### src/rtl/kernel_a_ctrl_pkg.sv
`default_nettype none
// ============================================================================
// Module      : kernel_a_ctrl_pkg
// Description : Shared FSM state encoding and default sizing constants for
//               the kernel_A stream controller.
// Revision    : 1.0 - initial release
// ============================================================================
package kernel_a_ctrl_pkg;

  // Default pipeline depth of kernelTop_kernel_A and work-item counter width
  localparam int unsigned c_DEF_LAT  = 4;
  localparam int unsigned c_DEF_CNTW = 16;

  // Controller run state
  typedef enum logic [1:0] {
    ST_IDLE = 2'd0,
    ST_RUN  = 2'd1,
    ST_DONE = 2'd2
  } ctrl_state_t;

endpackage : kernel_a_ctrl_pkg
`default_nettype wire

### src/rtl/kernel_a_valid_pipe.sv
`default_nettype none
// ============================================================================
// Module      : kernel_a_valid_pipe
// Description : LAT-deep valid shadow of the kernel_A datapath. Shifts only
//               when enabled so it tracks the stall-gated datapath exactly.
// Revision    : 1.0 - initial release
// ============================================================================
module kernel_a_valid_pipe
  import kernel_a_ctrl_pkg::*;
#(
  parameter int unsigned LAT = c_DEF_LAT
) (
  input  logic           clk,
  input  logic           rst,     // asynchronous, active-low
  input  logic           i_clr,   // synchronous flush, wins over shift
  input  logic           i_en,    // shift enable (datapath not stalled)
  input  logic           i_din,   // serial in: item accepted this cycle
  output logic [LAT-1:0] o_vld
);

  logic [LAT-1:0] r_vld;

  // Valid bits advance one stage per unstalled cycle; a non-accept loads a bubble
  always_ff @(posedge clk or negedge rst) begin
    if (!rst) begin
      r_vld <= '0;
    end else if (i_clr) begin
      r_vld <= '0;
    end else if (i_en) begin
      for (int k = LAT - 1; k > 0; k--) begin
        r_vld[k] <= r_vld[k-1];
      end
      r_vld[0] <= i_din;
    end
  end

  assign o_vld = r_vld;

endmodule : kernel_a_valid_pipe
`default_nettype wire

### src/rtl/kernel_a_stream_ctrl.sv
`default_nettype none
// ============================================================================
// Module      : kernel_a_stream_ctrl
// Description : Run/flow controller for the kernel_A pipeline. Issues n_items
//               operand pairs, tracks them through the LAT-deep datapath,
//               back-pressures via dp_stall and retires results downstream.
//               Data is passed straight through from the datapath.
// Revision    : 1.0 - initial release
// ============================================================================
module kernel_a_stream_ctrl
  import kernel_a_ctrl_pkg::*;
#(
  parameter int unsigned DATAW = 32,
  parameter int unsigned LAT   = c_DEF_LAT,
  parameter int unsigned CNTW  = c_DEF_CNTW
) (
  input  logic             clk,
  input  logic             rst,        // asynchronous, active-low
  input  logic             start,
  input  logic [CNTW-1:0]  n_items,
  output logic             busy,
  output logic             done,
  input  logic             in_valid,
  output logic             in_ready,
  output logic             dp_stall,
  input  logic [DATAW-1:0] dp_vout,
  output logic             out_valid,
  input  logic             out_ready,
  output logic [DATAW-1:0] out_data
);

  ctrl_state_t     r_state;
  ctrl_state_t     w_state_nxt;
  logic [CNTW-1:0] r_n_items;
  logic [CNTW-1:0] r_issued;
  logic [CNTW-1:0] r_retired;
  logic [LAT-1:0]  w_vld;
  logic            w_stall;
  logic            w_accept;
  logic            w_retire;
  logic            w_start_ok;
  logic            w_enter_run;

  // Stall only when the last stage holds a result the consumer refuses
  assign w_stall     = w_vld[LAT-1] & ~out_ready;
  assign w_retire    = w_vld[LAT-1] & out_ready;
  assign w_accept    = in_valid & in_ready;
  assign w_start_ok  = (r_state == ST_IDLE) & start;
  assign w_enter_run = w_start_ok & (n_items != '0);

  assign dp_stall  = w_stall;
  assign out_valid = w_vld[LAT-1];
  assign out_data  = dp_vout;

  // State register
  always_ff @(posedge clk or negedge rst) begin
    if (!rst) begin
      r_state <= ST_IDLE;
    end else begin
      r_state <= w_state_nxt;
    end
  end

  // Next-state and status outputs; a zero-length run goes straight to DONE
  always_comb begin
    w_state_nxt = r_state;
    busy        = 1'b0;
    done        = 1'b0;
    in_ready    = 1'b0;
    case (r_state)
      ST_IDLE: begin
        if (start) begin
          w_state_nxt = (n_items != '0) ? ST_RUN : ST_DONE;
        end
      end
      ST_RUN: begin
        busy     = 1'b1;
        in_ready = ~w_stall & (r_issued < r_n_items);
        if (r_retired == r_n_items) begin
          w_state_nxt = ST_DONE;
        end
      end
      ST_DONE: begin
        busy        = 1'b1;
        done        = 1'b1;
        w_state_nxt = ST_IDLE;
      end
      default: begin
        w_state_nxt = ST_IDLE;
      end
    endcase
  end

  // Run length is captured only when a start is actually taken
  always_ff @(posedge clk or negedge rst) begin
    if (!rst) begin
      r_n_items <= '0;
    end else if (w_start_ok) begin
      r_n_items <= n_items;
    end
  end

  // Issue/retire counters, restarted at the beginning of every run
  always_ff @(posedge clk or negedge rst) begin
    if (!rst) begin
      r_issued  <= '0;
      r_retired <= '0;
    end else if (w_enter_run) begin
      r_issued  <= '0;
      r_retired <= '0;
    end else begin
      if (w_accept) begin
        r_issued <= r_issued + 1'b1;
      end
      if (w_retire) begin
        r_retired <= r_retired + 1'b1;
      end
    end
  end

  kernel_a_valid_pipe #(
    .LAT (LAT)
  ) u_valid_pipe (
    .clk   (clk),
    .rst   (rst),
    .i_clr (w_enter_run),
    .i_en  (~w_stall),
    .i_din (w_accept),
    .o_vld (w_vld)
  );

endmodule : kernel_a_stream_ctrl
`default_nettype wire

### config.mk
export PLATFORM = sky130hd
export DESIGN_NAME = kernel_a_stream_ctrl
export DESIGN_NICKNAME = d
export VERILOG_FILES = /design/src/rtl/kernel_a_ctrl_pkg.sv /design/src/rtl/kernel_a_valid_pipe.sv /design/src/rtl/kernel_a_stream_ctrl.sv
export SDC_FILE = /design/constraint.sdc
export NUM_CORES = 1
export LEC_CHECK = 0
export ABC_CLOCK_PERIOD_IN_PS = 2910
export CORE_ASPECT_RATIO = 1.5
export CORE_UTILIZATION = 40
export CTS_CLUSTER_DIAMETER = 60
export DETAILED_ROUTE_END_ITERATION = 6
export DONT_BUFFER_PORTS = 1
export SETUP_SLACK_MARGIN = 0.05
export SKIP_LAST_GASP = 1
export SLEW_MARGIN = 20
export SYNTH_ARGS = -nofsm -noshare
export SYNTH_HDL_FRONTEND = slang
export SYNTH_SLANG_ARGS = --single-unit
### constraint.sdc
create_clock -name clk -period 2.91 [get_ports clk]
set_input_delay 0.1455 -clock clk [delete_from_list [all_inputs] [get_ports clk]]
set_output_delay 0.1455 -clock clk [all_outputs]
set_load 0.005 [all_outputs]
Yosys cells after proc, flatten, opt, wreduce, memory -nomap -nowiden
Index checks and enable logic that the tools add are counted.
{"block": "classes", "eq_ne": 6, "mux": 13, "bitwise": 8, "n_addsub": 2, "reduce_logical": 6, "n_lt_le_gt_ge": 1}
{"operator": "16-bit 2-to-1 mux", "n": 4}
{"operator": "16-bit by 1-bit adder with 16-bit output, second input constant", "n": 2}
{"operator": "16-bit equality test", "n": 1}
{"operator": "16-bit less-than comparator", "n": 1}
{"operator": "16-bit nonzero test", "n": 1}
{"operator": "4-bit 2-to-1 mux", "n": 2}
{"operator": "1-bit bitwise AND", "n": 6}
{"operator": "2-bit 2-to-1 mux", "n": 3}
{"operator": "2-bit != test, second input constant", "n": 2}
{"operator": "2-bit case mux with 2 select lines", "n": 1}
{"operator": "2-bit nonzero test", "n": 2}
{"operator": "1-bit 2-to-1 mux", "n": 3}
{"operator": "2-bit by 1-bit equality test with 1-bit output, second input constant", "n": 1}
{"operator": "2-bit equality test, second input constant", "n": 1}
{"operator": "2-bit zero test", "n": 1}
{"operator": "2-bit by 1-bit != test with 1-bit output, second input constant", "n": 1}
{"operator": "1-bit inverter", "n": 2}
{"operator": "2-bit AND reduction", "n": 1}
{"operator": "2-bit OR reduction", "n": 1}
{"block": "totals", "input_bits": 53, "output_inout_bits": 37, "reg_bits": 54, "word_cells": 41}

Logic depth before layout (Yosys ltp)
Gate-level depths: netlist of the first run.
{"block": "logic_depth", "ltp_word": 8, "ltp_mapped": 9}

By module
A second synthesis of the first run with hierarchy kept.
{"block": "unflattened", "cells_unflattened": 346, "area_unflattened_um2": 3384.5}
{"module": "kernel_a_stream_ctrl", "area_each_um2": 3224.3, "cells_each": 333, "instances": 1}
{"module": "kernel_a_valid_pipe", "area_each_um2": 160.2, "cells_each": 13, "instances": 1}

Worst setup path before layout of the first run
Ideal clock, no wire load.
{"block": "synth_timing", "path_type": "reg2reg", "start": "register r_n_items[7]", "end": "register r_issued[1]", "path_slack_ns": 0.916, "t_arrival_ns": 1.916, "path_stages_with_launch": 9, "path_cell_list": "dfrtp_1 inv_1 ha_1 a21oi_1 a31oi_1 o21ba_2 clkbuf_1 or4b_1 a21oi_1"}
{"block": "synth_via", "elab_chain_cells": 5}
{"item": "start, declared", "line": "kernel_a_stream_ctrl.sv:34", "text": "logic [CNTW-1:0] r_n_items;"}
{"item": "start signal, assigned", "line": "kernel_a_stream_ctrl.sv:99", "text": "r_n_items <= n_items;"}
{"item": "16-bit less-than comparator", "line": "kernel_a_stream_ctrl.sv:78", "text": "in_ready = ~w_stall & (r_issued < r_n_items);"}
{"item": "1-bit bitwise AND", "line": "kernel_a_stream_ctrl.sv:78"}
{"item": "1-bit 2-to-1 mux", "line": "kernel_a_stream_ctrl.sv:70", "text": "case (r_state)"}
{"item": "1-bit bitwise AND", "line": "kernel_a_stream_ctrl.sv:47", "text": "assign w_accept = in_valid & in_ready;"}
{"item": "2-bit nonzero test (no source line)"}
{"item": "end signal, assigned", "line": "kernel_a_stream_ctrl.sv:113", "text": "r_issued <= r_issued + 1'b1;"}
{"item": "end, declared", "line": "kernel_a_stream_ctrl.sv:35", "text": "logic [CNTW-1:0] r_issued;"}
No other way between the ends.
A chain may end at the register's enable or synchronous reset.

Final worst setup path of the first run
{"block": "layout_timing", "start": "register r_n_items[11]", "end": "output in_ready"}
{"block": "layout_via", "elab_chain_cells": 3}
{"item": "16-bit less-than comparator", "line": "kernel_a_stream_ctrl.sv:78"}
{"item": "1-bit bitwise AND", "line": "kernel_a_stream_ctrl.sv:78"}
{"item": "1-bit 2-to-1 mux", "line": "kernel_a_stream_ctrl.sv:70"}
{"item": "end, declared", "line": "kernel_a_stream_ctrl.sv:24", "text": "output logic in_ready,"}
No other way between the ends.

==> run_results.csv, run 1 <==
group,metric,value,unit
status,status,"finished, final reports clean",
die,die_x,78.7,µm
die,initial_core_util,0.417,
synth,synth.distinct_cells,39,
synth,synth_cells,367,
synth,synth-warning-count,0,
grt,grt_use_met3,0.0341,
finish,diodes,0,
worst_hold_path,hp-class,"input port to flop",
finish,syn_to_final_growth,6.56,%
setup_path,path_cells,"inv_1 > ha_1 > nand4_1 > or3_1 > a221oi_2 > buf_4 > nor3_1",
synth,synthArstFlopShare,1.00,
setup_path,path_max_fanout,20,
setup_path,r2r_end,"r_issued[1]",
route,first_pass_iters,4,
grt,busiest_layer,"met2",
sta,hold_violations,0,
setup_path,cp-start-kind,"flop",
sta,finalCritPeriodShare,0.828,
route,via_count,2496,
cts,post-cts-setup-buffers,0,
finish,layout.area.seq,1350,µm²
finish,drive_above_1_share,0.113,
setup_path,slowest_stage,"or3_1",
die,floorplan.rows,41,
cts,ctsHtreeMaxLevel,2,
synth,yosysSeqAreaShare,0.383,
grt,met2_usage,0.323,
synth,avgSynthCellArea,9.62,µm²
setup_path,rr_worst_depth,7,
sta,slew_headroom,0.473,
route,via_per_inst,5.43,
grt,grt_pass1_vias,2528,
sta,finalMaxSlewViolations,0,
worst_hold_path,hold_path_depth,3,
grt,grt_max_degree,55,
pwr,irDropWorstVdd,0.424,mV
sta,post-route-min-period,2410,ps
cts,clock_latency,300,ps
synth,syn_area,3530,µm²
job,drv_cap,0,
setup_path,worstSetupPathType,"flop to output port",
grt,met1_usage,0.197,
finish,fillers,827,
sta,tightestPinTransition,791,ps
setup_path,max_stage_delay,420,ps
setup_path,worstReg2RegStart,"r_n_items[13]",
route,antenna_left,0,
die,coreArea,8460,µm²
setup_path,rrSetupSlack,580,ps
sta,rsz0062_at_grt,"false",
sta,fin_ws,499,ps
sta,finalSetupViolCount,0,
pwr,leakagePower,1.61,nW
finish,fin_nets,425,
cts,clk_pin_slew_worst_paths,70,ps
placed_design,gp_congestion,0.814,
cts,cts_tree,"yes",
cts,cts_root_buffer,"clkbuf_16",
pwr,p_per_area,679,nW/µm²
setup_path,required,2760,ps
setup_path,cp-end-kind,"output port",
grt,antenna_found_initial,0,
cts,clock-sinks,54,
route,drc,0,
route,wl_per_cell,16.9,µm
sta,fin_setup_tns,0,ps
synth,synth-main-ff-cell,"dfrtp_1",
placed_design,hpwl,5.67,mm
synth,yosysMostFrequentCell,"dfrtp_1",
worst_hold_path,hold_end,"r_retired[1]",
route,drtIter0Drc,178,
grt,grt_pass1_wl,12.6,mm
synth,synth_area_leader_cell,"dfrtp_1",
grt,overflow,0,
finish,multiInputGateArea,1790,µm²
cts,clock_path_buffers,2,
cts,cts_made_buffers,5,
sta,fmax,415,MHz
placed_design,place_ws,591,ps
sta,clock-skew-final,8.71,ps
worst_hold_path,min_from,"out_ready",
setup_path,arrival,2270,ps
synth,synth_top_area_frac,0.383,
synth,synth_common_cells,"54 x dfrtp_1, 33 x buf_4, 31 x nand2_1, 23 x inv_1",
synth,synth.net_count,440,
die,ios,90,
route,wl,7.78,mm
synth,synth_area_leaders,"dfrtp_1 38%, ha_1 7.1%, buf_4 7.0%",
grt,grt_use_total,0.181,
synth,synth_edf_count,0,
placed_design,io_buffers,0,
synth,ys_ff_latch,54,
die,die_area,9210,µm²
die,die_y,117,µm
## timing repair
action,4_1_cts,5_1_grt
resized for setup,0,0
hold buffers,19,0
setup endpoints to repair,0,0
hold endpoints to repair,71,0
## metrics by stage
step	hold slack, ps	instances	utilization	total power [W]	area, µm²
2_1_floorplan	-150	367	-	0.00171	3530
3_3_place_gp	-149	433	0.401	0.00185	3400
3_5_place_dp	-149	433	0.401	0.00189	3400
4_1_cts	55.8	460	0.444	0.00258	3760
5_1_grt	85.6	460	0.444	0.00272	3760
6_report	60.9	460	0.444	0.00255	3760
## final cells by class
cell class,count,share of cell area
Timing Repair Buffer,23,0.0632
Multi-Input combinational cell,245,0.477
Inverter,23,0.0229
Clock inverter,2,0.00532
Sequential cell,54,0.359
Tap cell,107,0.0356
Clock buffer,6,0.0369
## power breakdown
group          internal [W]  switching [W]
clock              0.000353       0.000296
combinational      0.000394       0.000438
sequential         0.000907       0.000166
## placed cells by master (no fill, tap or decap), types with 5 or more instances in the layout
cell type / n
xnor2_1: 22
dlygate4sd3_1: 18
mux2i_1: 16
mux2_2: 16
nand2_1: 31
nand4_1: 19
dfrtp_1: 54
nor3_1: 5
nand3_1: 12
clkbuf_16: 5
nor4_2: 8
xor2_1: 9
nor2_1: 22
ha_1: 20
inv_1: 23
a21oi_1: 10
nor4_1: 9
and3_1: 5
nand2b_1: 14
## flip-flops by register name, summed over array words and instances, names as in the netlist
register,flops
r_issued,16
r_n_items,16
r_retired,16
u_valid_pipe.o_vld,4
r_state,2
## worst max-delay path by stage
stage / end / slack (ps) / cells past startpoint / start
6_report: in_ready / 500 / 7 / r_n_items[11]
3_5_place_dp: r_issued[1] / 590 / 7 / r_n_items[13]
2_1_floorplan: r_issued[1] / 920 / 8 / r_n_items[7]
4_1_cts: in_ready / 500 / 7 / r_n_items[15]
5_1_grt: in_ready / 410 / 7 / r_n_items[15]
3_3_place_gp: r_issued[6] / 700 / 7 / r_n_items[13]
## critical path: cells and delay by family, from the launching register on
family,cells,cell delay [ps]
simple gates,3,670
flops,1,410
buf+inv,2,370
fa+ha+maj,1,330
compound gates,1,190
## metal layers
metal / wire (µm) / part of all wire
met3: 264 / 0.034
met4: 297 / 0.038
met1: 3110 / 0.40
met5: 0 / 0
met2: 4110 / 0.53
## cells by family after synthesis
kind of cell	share of synthesized area
xor+xnor	0.0769
flops	0.383
buf+inv	0.111
simple gates	0.224
mux	0.0964
fa+ha+maj	0.0709
compound gates	0.0386
Note: power is estimated with default switching activity, not from simulation.
==> inputs of run 2 (changes only) <==
ABC_CLOCK_PERIOD_IN_PS = 2100   (was 2910)
clock period = 2.1 ns   (was 2.91 ns; I/O delays follow)
==> run 2 against run 1 <==
The flow now finishes with violations (negative setup slack). Cell area up 19%. Worst hold slack worse by 29 ps. Via count grew 9.6%. Global-route usage rose by 1.2 points. Total power is 56% higher. First-iteration DRC count decreased by 2.8%. Routed wire length up 17%. Critical path depth rose by 1. Clock-buffer cell count is 1 lower. Critical endpoint is now r_issued[0]. Highest routed layer unchanged.
==> run_results.csv, run 2 (synthesis gave the netlist of run 1 again) <==
group,metric,value,unit
status,status,"complete, but fails checks",
status,violations,"negative setup slack",
setup_path,rrSetupSlack,-80,ps
setup_path,crit_buf_inv,2,
setup_path,required,2330,ps
finish,drive_above_1_share,0.283,
pwr,p_per_area,889,nW/µm²
finish,layout.area.seq,1350,µm²
route,wl,9.11,mm
grt,grt_use_total,0.193,
sta,finalCritPeriodShare,1.04,
die,initial_core_util,0.417,
cts,clock_path_buffers,2,
cts,clock-sinks,54,
cts,clk_pin_slew_worst_paths,70,ps
route,drc,0,
route,routed-wl-met2,4.98,mm
cts,clock_latency,300,ps
setup_path,slowest_stage,"or4_1",
route,drt-met1-wl,3.48,mm
route,drtIter0Drc,173,
route,via_per_inst,5.41,
sta,fin_setup_tns,-479,ps
job,drv_cap,0,
sta,clock-skew-final,4.33,ps
route,wl_per_cell,18.0,µm
sta,hold_violations,0,
finish,syn_to_final_growth,26.6,%
die,ios,90,
finish,diodes,0,
cts,cts_root_buffer,"clkbuf_16",
cts,cts_tree,"yes",
pwr,leakagePower,1.87,nW
worst_hold_path,hp-class,"input port to flop",
sta,slew_headroom,0.626,
route,wl_met3,296,µm
grt,overflow,0,
setup_path,cpLargestDelayFamily,"compound AO/OA/AOI/OAI gates",
finish,fin_nets,472,
setup_path,cp-start-kind,"flop",
setup_path,cp-end-kind,"flop",
sta,finalSetupViolCount,15,
route,antenna_left,0,
setup_path,max_stage_delay,480,ps
finish,layout_commonest_cell,"dfrtp_1",
route,highest_layer,"met4",
cts,ctsHtreeMaxLevel,2,
finish,fillers,709,
grt,antenna_found_initial,0,
die,die_area,9210,µm²
sta,tightestPinTransition,556,ps
sta,rsz0062_at_grt,"true",
sta,post-route-min-period,2180,ps
setup_path,arrival,2410,ps
finish,multiInputGateArea,2090,µm²
grt,grt_pass1_wl,13.4,mm
setup_path,crit_top_cell,"a21oi_1",
die,coreArea,8460,µm²
placed_design,hpwl,5.96,mm
grt,grt_max_degree,55,
die,die_x,78.7,µm
setup_path,worstSetupPathType,"flop to flop",
grt,grt_pass1_vias,2728,
cts,cts_made_buffers,5,
pwr,irDropWorstVdd,0.629,mV
placed_design,place_ws,-107,ps
die,floorplan.rows,41,
placed_design,gp_congestion,0.825,
sta,finalMaxSlewViolations,0,
route,first_pass_iters,4,
sta,fin_ws,-78.3,ps
sta,fmax,459,MHz
placed_design,io_buffers,0,
setup_path,path_max_fanout,9,
die,die_y,117,µm
finish,layout_common_cells,"54 x dfrtp_1, 43 x buf_4, 31 x nand2_1",
setup_path,path_cells,"inv_1 > ha_4 > a21oi_1 > o21ai_2 > o21ba_4 > buf_4 > or4_1 > a21oi_1",
finish,reg.largest.list,"r_issued x16, r_n_items x16, r_retired x16",
route,via_count,2736,
run 2: cell types whose count changed in the layout (fill, tap and decap cells not counted), sizes merged:
cell,before,now
buf,5,50
clkinvlp,0,2
inv,25,23
or2,1,2
run 2: timing repair:
| action | 4_1_cts | 5_1_grt |
|---|---|---|
| pin swaps | 6 | 10 |
| endpoints found under the hold margin | 71 | 0 |
| cloned | 1 | 2 |
| gates resized for setup | 13 | 33 |
| setup endpoints to repair | 18 | 18 |
| setup buffers | 6 | 8 |
| hold buffers | 19 | 0 |
run 2: per-stage QoR:
stage | area [µm²] | cells | hold slack, ps | power (W) | utilization
final | 4470 | 506 | 32.0 | 0.00398 | 0.528
after global routing | 4470 | 506 | 66.1 | 0.00423 | 0.528
after CTS | 4170 | 496 | 27.5 | 0.00382 | 0.493
after detailed placement | 3630 | 463 | -189 | 0.00283 | 0.429
after global placement | 3630 | 463 | -189 | 0.00280 | 0.429
after floorplan | 3530 | 367 | -191 | 0.00237 | -
run 2: worst paths after layout:
| kind | from | cells after the start | endpoint |
|---|---|---|---|
| max | r_n_items[9] | 8 | r_issued[0] |
| min | out_ready | 3 | r_retired[1] |
| max reg2reg | r_n_items[9] | 8 | r_issued[0] |
| min reg2reg | u_valid_pipe.o_vld[2] | 2 | u_valid_pipe.o_vld[3] |
| max in group asynchronous | rst | 2 | r_retired[1] |
| min in group asynchronous | rst | 2 | r_retired[11] |
run 2: tightest hold or removal path, cell delays in order:
cell and delay, ps:
nand2_1 60, nand2_1 70, a21oi_1 60
run 2: cell type report:
cell class                      instances  area share
Timing Repair Buffer                   69       0.150
Tap cell                              107      0.0299
Clock inverter                          2     0.00336
Multi-Input combinational cell        246       0.467
Inverter                               23      0.0193
Clock buffer                            5      0.0280
Sequential cell                        54       0.302
run 2: where the power goes:
group          leakage (nW)  switching [W]  internal, W
Combinational          1.09       0.000847     0.000866
Clock                0.0619       0.000387     0.000436
Sequential            0.714       0.000181      0.00126
Total                  1.87        0.00142      0.00256
run 2: layer usage:
layer  GRT usage  vias to the layer above
li1            -                     1299
met1       0.201                     1343
met2       0.370                       68
met3      0.0326                       26
met4      0.0951                        0
met5           0                        -
==> inputs of run 3 (changes only) <==
--- a/config.mk
+++ b/config.mk
@@ -12,7 +12,7 @@
 export DETAILED_ROUTE_END_ITERATION = 6
 export DONT_BUFFER_PORTS = 1
+export PLACE_DENSITY = 0.63
 export SETUP_SLACK_MARGIN = 0.05
 export SKIP_LAST_GASP = 1
-export SLEW_MARGIN = 20
 export SYNTH_ARGS = -nofsm -noshare
 export SYNTH_HDL_FRONTEND = slang
==> constraint.sdc (replaced) <==
create_clock -name clk -period 2.1 [get_ports clk]
set_input_delay 0.42 -clock clk [delete_from_list [all_inputs] [get_ports clk]]
set_output_delay 0.42 -clock clk [all_outputs]
set_load 0.005 [all_outputs]
==> run 3 against run 2 <==
The run still ends with negative setup slack left. Register-to-register slack got worse by 50 ps. Routed wire length is 8.6% lower. Utilization is 2.7 points lower. Die area did not move. Sequential share of layout area rose by 1.6 points. Worst setup slack got worse by 110 ps. First-iteration DRC count fell by 1.7%. Critical path depth shrank 3. Worst hold slack gained 240 ps. Combinational power is 2% higher. Total power is 7.5% higher. Largest cell class unchanged. Largest power group unchanged.
==> run_results.csv, run 3 (synthesis gave the netlist of run 1 again) <==
group,metric,value,unit
pwr,p_sw,0.00138,W
setup_path,path_max_fanout,2,
cts,clock-sinks,54,
placed_design,place_area,3690,µm²
die,die_area,9210,µm²
setup_path,rrSetupSlack,-130,ps
route,drtIter0Drc,170,
route,wl,8.32,mm
sta,clock-skew-final,6.79,ps
finish,multiInputGateArea,1970,µm²
sta,fmax,438,MHz
placed_design,gp_congestion,0.784,
route,drc,0,
cts,clk_pin_slew_worst_paths,70,ps
setup_path,rr_worst_depth,9,
pwr,leakagePower,1.84,nW
sta,tightestPinTransition,753,ps
finish,postLayoutCellArea,4240,µm²
route,first_pass_iters,4,
worst_hold_path,hp-class,"input port to flop",
setup_path,cp-start-kind,"flop",
pwr,p_total,0.00427,W
grt,grt_pass1_vias,2687,
route,antenna_left,0,
sta,finalSetupViolCount,18,
placed_design,place_inst,465,
route,via_per_inst,5.39,
setup_path,arrival,1870,ps
die,coreArea,8460,µm²
setup_path,crit_buf_inv,0,
pwr,pwr-share-seq,0.333,
sta,whs,270,ps
grt,grt_use_total,0.183,
finish,syn_to_final_growth,20.2,%
worst_hold_path,min_from,"n_items[14]",
die,die_y,117,µm
pwr,comb_power_share,0.410,
finish,layout_commonest_cell,"dfrtp_1",
cts,clock_path_buffers,2,
finish,diodes,0,
grt,grt_max_degree,55,
finish,fillers,750,
die,die_x,78.7,µm
grt,antenna_found_initial,0,
pwr,intPower,0.00289,W
sta,hold_violations,0,
cts,cts_tree,"yes",
cts,cts_root_buffer,"clkbuf_16",
finish,fin_nets,456,
sta,fin_ws,-185,ps
pwr,switching_share,0.323,
setup_path,cp-end-kind,"output port",
die,ios,90,
cts,ctsHtreeMaxLevel,2,
worst_hold_path,hold_path_depth,1,
route,wl_per_cell,17.0,µm
placed_design,io_buffers,0,
sta,finalMaxSlewViolations,0,
setup_path,required,1680,ps
sta,slew_headroom,0.497,
job,drv_cap,0,
setup_path,slowest_stage,"dfrtp_1",
pwr,clockPowerShare,0.257,
sta,post-route-min-period,2290,ps
status,violations,"negative setup slack",
setup_path,max_stage_delay,420,ps
placed_design,hpwl,5.85,mm
worst_hold_path,hold_end,"r_n_items[14]",
cts,cts_made_buffers,5,
die,initial_core_util,0.417,
finish,reg.largest.list,"r_issued x16, r_n_items x16, r_retired x16",
finish,layout_common_cells,"54 x dfrtp_1, 43 x buf_4, 31 x nand2_1",
setup_path,cpLargestDelayFamily,"simple AND/OR/NAND/NOR gates",
status,status,"complete, but fails checks",
setup_path,r2r_end,"r_issued[10]",
sta,finalCritPeriodShare,1.09,
finish,finalNonFillerCells,491,
setup_path,worstReg2RegStart,"r_issued[9]",
grt,overflow,0,
die,floorplan.rows,41,
setup_path,worstSetupPathType,"flop to output port",
pwr,p_per_area,1010,nW/µm²
finish,drive_above_1_share,0.279,
setup_path,path_cells,"ha_4 > nand4_1 > or3_4 > a221oi_4 > nor3_2",
finish,layout.area.seq,1350,µm²
sta,rsz0062_at_grt,"true",
cts,clock_latency,290,ps
pwr,irDropWorstVdd,0.678,mV
grt,grt_pass1_wl,12.8,mm
route,via_count,2647,
==> run 3: cell types whose count changed in the layout (fill, tap and decap cells not counted), sizes merged <==
cell / change
dlygate4sd3: -17
clkbuf: +1
bufinv: +2
buf: +1
clkinvlp: -2
==> run 3: metrics by stage <==
stage	util	setup TNS, ps	worst slack [ps]
final	0.501	-1980	-185
after global routing	0.501	-3610	-290
after CTS	0.480	-1230	-222
after detailed placement	0.435	-1880	-167
after global placement	0.435	-1270	-133
after floorplan	-	0	50.5
==> run 3: repair_timing <==
action / CTS / global route
buffers inserted: 6 / 9
hold buffers: 2 / 0
hold endpoints to repair: 54 / 0
cloned: 1 / 1
resized for setup: 11 / 15
endpoints found under the setup margin: 18 / 18
pin swaps: 5 / 10
==> run 3: power by group through the flow <==
stage	Combinational, W	Sequential (W)	Clock (W)
6_report	0.00175	0.00143	0.00110
4_1_cts	0.00161	0.00142	0.00112
3_3_place_gp	0.00142	0.00143	0
2_1_floorplan	0.000946	0.00143	0
3_5_place_dp	0.00147	0.00144	0
5_1_grt	0.00193	0.00145	0.00115
==> run 3: worst max path at each step <==
stage,startpoint,to,slack [ps],depth (start not counted)
after floorplan,r_n_items[11],in_ready,50,7
after global placement,r_n_items[13],r_issued[12],-130,8
after detailed placement,r_n_items[13],r_issued[10],-170,8
after CTS,r_issued[9],in_ready,-220,6
after global routing,r_issued[10],in_ready,-290,5
final,r_issued[9],in_ready,-190,5
==> run 3: layout make-up <==
| class | count | share of cell area |
|---|---|---|
| timing repair buffer | 53 | 0.120 |
| clock buffer | 6 | 0.0327 |
| clock inverter | 2 | 0.0142 |
| sequential | 54 | 0.318 |
| tap | 107 | 0.0315 |
| multi-input combinational | 246 | 0.463 |
| inverter | 23 | 0.0203 |
==> run 3: layer usage <==
metal	part of all wire	global-route usage	vias to the layer above	wire length, µm
li1	-	-	1269	-
met1	0.39	0.195	1295	3280
met2	0.52	0.330	58	4320
met3	0.040	0.0364	25	332
met4	0.047	0.112	0	393
met5	0	0	-	0
